`src/rtl/debounce_pulse.sv`:
```
// debounce_pulse: two-flop synchronizer followed by a four-state debounce FSM.
// A new input level is accepted only after DEBOUNCE_CYCLES consecutive matching
// synchronized samples; each accepted transition produces a one-cycle strobe.
module debounce_pulse #(
    parameter int DEBOUNCE_CYCLES = 4,
    parameter int CNT_WIDTH       = 16
) (
    input  logic clk,
    input  logic rst,
    input  logic btn_in,
    output logic level,
    output logic rise_pulse,
    output logic fall_pulse
);

    typedef enum logic [1:0] {
        LOW      = 2'd0,
        CHK_HIGH = 2'd1,
        HIGH     = 2'd2,
        CHK_LOW  = 2'd3
    } state_t;

    // Last count value of a qualification window; reaching it with a matching
    // sample accepts the new level, so cnt stays within 0 .. DEBOUNCE_CYCLES-1.
    localparam logic [CNT_WIDTH-1:0] CNT_LAST = CNT_WIDTH'(DEBOUNCE_CYCLES - 1);
    localparam logic [CNT_WIDTH-1:0] CNT_ONE  = CNT_WIDTH'(1);

    logic                 sync1_reg;
    logic                 sync2_reg;
    state_t               state_reg;
    logic [CNT_WIDTH-1:0] cnt_reg;
    logic                 level_reg;
    logic                 rise_pulse_reg;
    logic                 fall_pulse_reg;

    // Bring the raw button into the clock domain; only sync2 is used downstream.
    always_ff @(posedge clk or negedge rst) begin
        if (!rst) begin
            sync1_reg <= 1'b0;
            sync2_reg <= 1'b0;
        end else begin
            sync1_reg <= btn_in;
            sync2_reg <= sync1_reg;
        end
    end

    // Debounce FSM with registered level and transition strobes.
    always_ff @(posedge clk or negedge rst) begin
        if (!rst) begin
            state_reg      <= LOW;
            cnt_reg        <= '0;
            level_reg      <= 1'b0;
            rise_pulse_reg <= 1'b0;
            fall_pulse_reg <= 1'b0;
        end else begin
            // Strobes are single-cycle unless re-armed by an accepted transition.
            rise_pulse_reg <= 1'b0;
            fall_pulse_reg <= 1'b0;
            case (state_reg)
                LOW: begin
                    if (sync2_reg) begin
                        state_reg <= CHK_HIGH;
                        cnt_reg   <= '0;
                    end
                end
                CHK_HIGH: begin
                    if (!sync2_reg) begin
                        // Bounce back: abandon this qualification silently.
                        state_reg <= LOW;
                        cnt_reg   <= '0;
                    end else if (cnt_reg == CNT_LAST) begin
                        state_reg      <= HIGH;
                        cnt_reg        <= '0;
                        level_reg      <= 1'b1;
                        rise_pulse_reg <= 1'b1;
                    end else begin
                        cnt_reg <= cnt_reg + CNT_ONE;
                    end
                end
                HIGH: begin
                    if (!sync2_reg) begin
                        state_reg <= CHK_LOW;
                        cnt_reg   <= '0;
                    end
                end
                CHK_LOW: begin
                    if (sync2_reg) begin
                        // Bounce back: the level never left HIGH.
                        state_reg <= HIGH;
                        cnt_reg   <= '0;
                    end else if (cnt_reg == CNT_LAST) begin
                        state_reg      <= LOW;
                        cnt_reg        <= '0;
                        level_reg      <= 1'b0;
                        fall_pulse_reg <= 1'b1;
                    end else begin
                        cnt_reg <= cnt_reg + CNT_ONE;
                    end
                end
                default: begin
                    state_reg <= LOW;
                    cnt_reg   <= '0;
                    level_reg <= 1'b0;
                end
            endcase
        end
    end

    assign level      = level_reg;
    assign rise_pulse = rise_pulse_reg;
    assign fall_pulse = fall_pulse_reg;

endmodule

```
`config.mk`:
```
export PLATFORM = sky130hd
export DESIGN_NAME = debounce_pulse
export DESIGN_NICKNAME = d
export VERILOG_FILES = /design/src/rtl/debounce_pulse.sv
export SDC_FILE = /design/constraint.sdc
export NUM_CORES = 1
export LEC_CHECK = 0
export ABC_AREA = 1
export CAP_MARGIN = 20
export CORE_MARGIN = 2
export CORE_UTILIZATION = 58
export DETAILED_ROUTE_END_ITERATION = 16
export GPL_ROUTABILITY_DRIVEN = 0
export PLACE_DENSITY = 0.73
export SLEW_MARGIN = 20
export SYNTH_ARGS = -nofsm -noshare
export SYNTH_HDL_FRONTEND = slang
export SYNTH_SLANG_ARGS = --single-unit
```
`constraint.sdc`:
```
create_clock -name clk -period 1.9 [get_ports clk]
set_input_delay 0.38 -clock clk [delete_from_list [all_inputs] [get_ports clk]]
set_output_delay 0.38 -clock clk [all_outputs]
set_load 0.03 [all_outputs]
```
### Word-level counts from Yosys, hierarchy flattened

Cells that the tools add are included.

* add/sub/neg operators: 1
* eq/ne operators: 12
* multiplexer cells: 23
* reduce and logical (&&, ||, !) cells: 5

Operators by type and width (count)
* two-way mux 16 bit: 5
* case mux 16 bit (4 select lines): 1
* adder 16 x 1 -> 16 bit, second input constant: 1
* equality test 16 x 2 -> 1 bit, second input constant: 1
* two-way mux 2 bit: 6
* != test 2 bit, second input constant: 6
* two-way mux 1 bit: 9
* case mux 2 bit (4 select lines): 1
* != test 3 bit, second input constant: 2
* AND reduction 5 bit: 1
* equality test 2 bit, second input constant: 2
* AND reduction 4 bit: 1
* equality test 2 x 1 -> 1 bit, second input constant: 1
* zero test 2 bit: 1
* case mux 1 bit (2 select lines): 1
* AND reduction 2 bit: 1
* nonzero test 2 bit: 1

* register bits: 23

### Longest topological paths before layout

Gate-level depths: netlist of the first run.

* depth in word-level cells: 4
* depth in mapped cells: 10
* mapped depth without buffers: 10

### Worst setup path before layout of the first run

OpenSTA, ideal clock, no wires.

* path kind: register to register
* from: reg cnt_reg[0]
* to: reg cnt_reg[9]
* buffers on the path: 1
* stages on the path, launching flop included: 10
* required time: 1764 ps
* slack: 565 ps
* arrival time: 1199 ps
* cells stage by stage: dfrtp_1 -> ha_1 -> inv_1 -> nor2_1 -> nand2_1 -> nor2_1 -> a21oi_2 -> buf_6 -> nand3_1 -> o21ai_0

* word-level cells in the longest chain between the ends: 4
* elaborated cells on any way between the ends: 6
* those cells by class: 1 x add/sub; 1 x eq/ne; 4 x mux

RTL lines
* from (decl): RTL line 31 `logic [CNT_WIDTH-1:0] cnt_reg;`
* from (signal assigned): RTL line 77 `cnt_reg <= cnt_reg + CNT_ONE;`
* from (signal assigned): RTL line 97 `cnt_reg <= cnt_reg + CNT_ONE;`
* adder 16 x 1 -> 16 bit or equality test 16 x 2 -> 1 bit (tied branches)
* two-way mux 16 bit *: RTL line 71, 91
* two-way mux 16 bit (on tied branches): RTL line 87, 67
* case mux 16 bit (4 select lines) *: RTL line 59 `case (state_reg)`

Every way passes the cells marked *; elsewhere a longest branch is shown, timed or not.
A chain may end at the register's enable or synchronous reset.

### Worst setup path in the final report of the first run

* from: reg level_reg, in the netlist level
* to: out level

RTL lines
* from (decl): RTL line 32 `logic level_reg;`
* from (signal assigned): RTL line 52 `level_reg <= 1'b0;`
* from (signal assigned): RTL line 74 `level_reg <= 1'b1;`
* from (signal assigned): RTL line 94 `level_reg <= 1'b0;`
* to (decl): RTL line 11 `output logic level,`

No word-level cell between the ends.

==> key figures, run 1 <==
Floorplan
  – Die span in x: 51.6 um
  – Num ports: 6
  – Core region area: 2170 um^2
  – Site row count: 17
  – Die height: 51.6 um
  – Initial Util: 60.7%
  – Die ar.: ~2700 um^2

Detailed routing
  – Vias/cell: 5.26
  – Post-route antenna net violation count: 0
  – Routed WL per cell: 12.4 um
  – Iter 0 DRT Violations: 26
  – TritonRoute pass-1 iters: 4
  – DRC viols: 0
  – DR vias: 1074
  – DRT Wirelength: roughly 2.5 mm

Synth
  – Share of the synthesized area in the top cell type: 43.7%
  – Async set-reset flop share out of synthesis: 100%
  – Post-synth top cells: nand2_1, dfrtp_1, inv_1
  – Mean Syn Cell Area: 7.93 um^2
  – Mapped Cells: around 170
  – Ys flop type: dfrtp_1
  – Yosys warnings: 0
  – Post-synthesis sequential area ratio: 43.7%
  – EDFF count, synth: 0
  – Area contributors post-synth: dfrtp_1, nand2_1, nand3_1
  – Distinct cells, synth: 27
  – Most frequent cell after synthesis: nand2_1
  – Yosys reg bits: 23
  – Mapped Nets: 170
  – Yosys top cell by area: dfrtp_1
  – Syn Std Cell Area: 1320 um^2

Setup path
  – Critical path endpoint category: output port
  – WP buf/inv: 1
  – Crit-path cells: clkdlybuf4s50_1
  – Levels on crit path: 1
  – Setup CP Type: register to output port
  – Worst setup path endpoint: level
  – Critical R2R Launch: cnt_reg[0]
  – R2R setup slack: 0.36 ns
  – Worst Setup SP: level
  – Cell family with most CP delay: buffers and inverters
  – Cell with the largest stage delay on the worst path: clkdlybuf4s50_1
  – R2R cell count: 8
  – CP Launch Type: register
  – Required @ worst endpoint: 1.52 ns
  – Worst-path fanout max: 2
  – Crit-path max cell delay: 0.68 ns
  – Worst Path Arrival: ~1.4 ns
  – Reg2reg end: cnt_reg[10]

Outcome
  – Status: finished clean

Job
  – MaxCap Viol Count: 0

Layout
  – Fraction of layout cells with a size suffix above 1: around 16%
  – Util after Layout: 66.0%
  – Largest register FFs: 16
  – Ant diodes: 0
  – Post-layout nets: between 150 and 200
  – Area Growth Syn to Fin: 8.84%

Placement
  – Half-perimeter wire length after placement: 1.93 mm
  – Count of input and output buffers: 5

GRT
  – Grt total ovfl: 0
  – Number of global-route vias before repair: 1013
  – Global-route wire length before repair: 4.60 mm
  – Largest net degree at the start of global routing: 24
  – Total GRT Usage: 23.4%
  – Antenna violations before repair: 0

STA
  – Clk_skew: 0.00479 ns
  – Fmax: around 580 MHz
  – Final setup viols: 0
  – Setup tns final: 0 ns
  – Max-slew violations: 0
  – Fin crit period: 1.74 ns
  – Hold Vio Cnt, Final: 0
  – Worst slew pin tran: 0.326 ns
  – RSZ-0062 raised after global routing: no
  – Slew headroom: 78.1%
  – Fin crit share: between 90% and 100%

Pwr
  – Leak pwr: 0.694 nW
  – Peak VDD IR: 945 uV
  – PwrDens: around 870 nW/um^2

Clock network
  – Clock root buffer: clkbuf_4
  – Post-CTS setup buffers: 0
  – Clk sinks: 23
  – CTS Buffer Depth: 2
  – Worst-Skew Late Latency: 0.31 ns
  – CTS buffer count: 3
  – H-tree depth: 1
  – CTS tree: done
  – Hold buffers post-CTS: 0
  – CTS resizes: 0
  – Clock transition at path regs: between 0.1 and 0.15 ns

Worst hold path
  – Hold crit path type: register to register
  – Worst hold stages: 0
==> cell families after synthesis <==
| kind of cell | count (synthesis) | share of synthesized area, % |
|---|---|---|
| AOI/OAI and AO/OA | 26 | 11.4 |
| xor gates and xnor gates | 4 | 3.23 |
| adders and majority gates | 1 | 0.950 |
| buffers and inverters | 22 | 7.41 |
| DFF | 23 | 43.7 |
| and+or+nand+nor | 90 | 33.3 |
==> stage by stage <==
| step | setup slack [ns] | instances | area [um^2] | hold slack [ns] | power [mW] |
|---|---|---|---|---|---|
| after floorplan | 0.565 | 166 | 1320 | 0.0844 | 0.905 |
| after global placement | 0.422 | 200 | 1410 | 0.333 | 1.02 |
| after detailed placement | 0.387 | 200 | 1410 | 0.343 | 1.03 |
| after CTS | 0.151 | 204 | 1430 | 0.379 | 1.26 |
| after global routing | 0.106 | 204 | 1430 | 0.386 | 1.33 |
| final | 0.164 | 204 | 1430 | 0.375 | 1.25 |
==> where the power goes <==
group          switching [mW]  internal (mW)  leakage [nW]
Clock                   0.144         0.0786        0.0177
Combinational           0.281          0.147         0.365
Sequential             0.0524          0.543         0.311
Total                   0.477          0.768         0.694
==> metal layers <==
| layer | wire, um | up-vias | GRT usage, % | share of wire (%) |
|---|---|---|---|---|
| li1 | - | 557 | - | - |
| met1 | 1200 | 489 | 32.1 | 47 |
| met2 | 1210 | 22 | 38.5 | 48 |
| met3 | 89 | 6 | 3.45 | 3.5 |
| met4 | 40 | 0 | 7.02 | 1.6 |
| met5 | 0 | - | 0 | 0 |
==> cell usage in the layout (no fill, tap or decap), types with 4 or more instances in the layout <==
cell type and instances:
nand2_2 7, nand2_1 42, nand4_1 6, nor2_1 15, clkdlybuf4s50_1 5, buf_4 4
inv_1 16, dfrtp_1 23, nand3_1 12, a21oi_1 6, a21oi_2 4, o21ai_0 12
==> worst min path at each step <==
| stage | end | start | slack [ns] |
|---|---|---|---|
| 6_report | sync2_reg | sync1_reg | 0.37 |
| 5_1_grt | sync2_reg | sync1_reg | 0.39 |
| 4_1_cts | sync2_reg | sync1_reg | 0.38 |
| 3_5_place_dp | sync2_reg | sync1_reg | 0.34 |
| 3_3_place_gp | sync2_reg | sync1_reg | 0.33 |
| 2_1_floorplan | async pin | rst | 0.08 |
==> cell type report <==
cell class                      count  area (um^2)
Tap cell                           28         35.0
Clock inverter                      1         5.00
Fill cell                         190          737
Timing Repair Buffer                9         80.1
Clock buffer                        3         22.5
Inverter                           19         71.3
Multi-Input combinational cell    121          643
Sequential cell                    23          576
(Power assumes the default switching activity.)
==> run 2: changes to the inputs <==
ABC_CLOCK_PERIOD_IN_PS = 1900   (was unset)
SETUP_SLACK_MARGIN = 0.05   (was unset)
SKIP_CTS_REPAIR_TIMING = 1   (was unset)
==> results of run 2 <==
The final DEF is identical to that of run 1; final timing and power are the same.
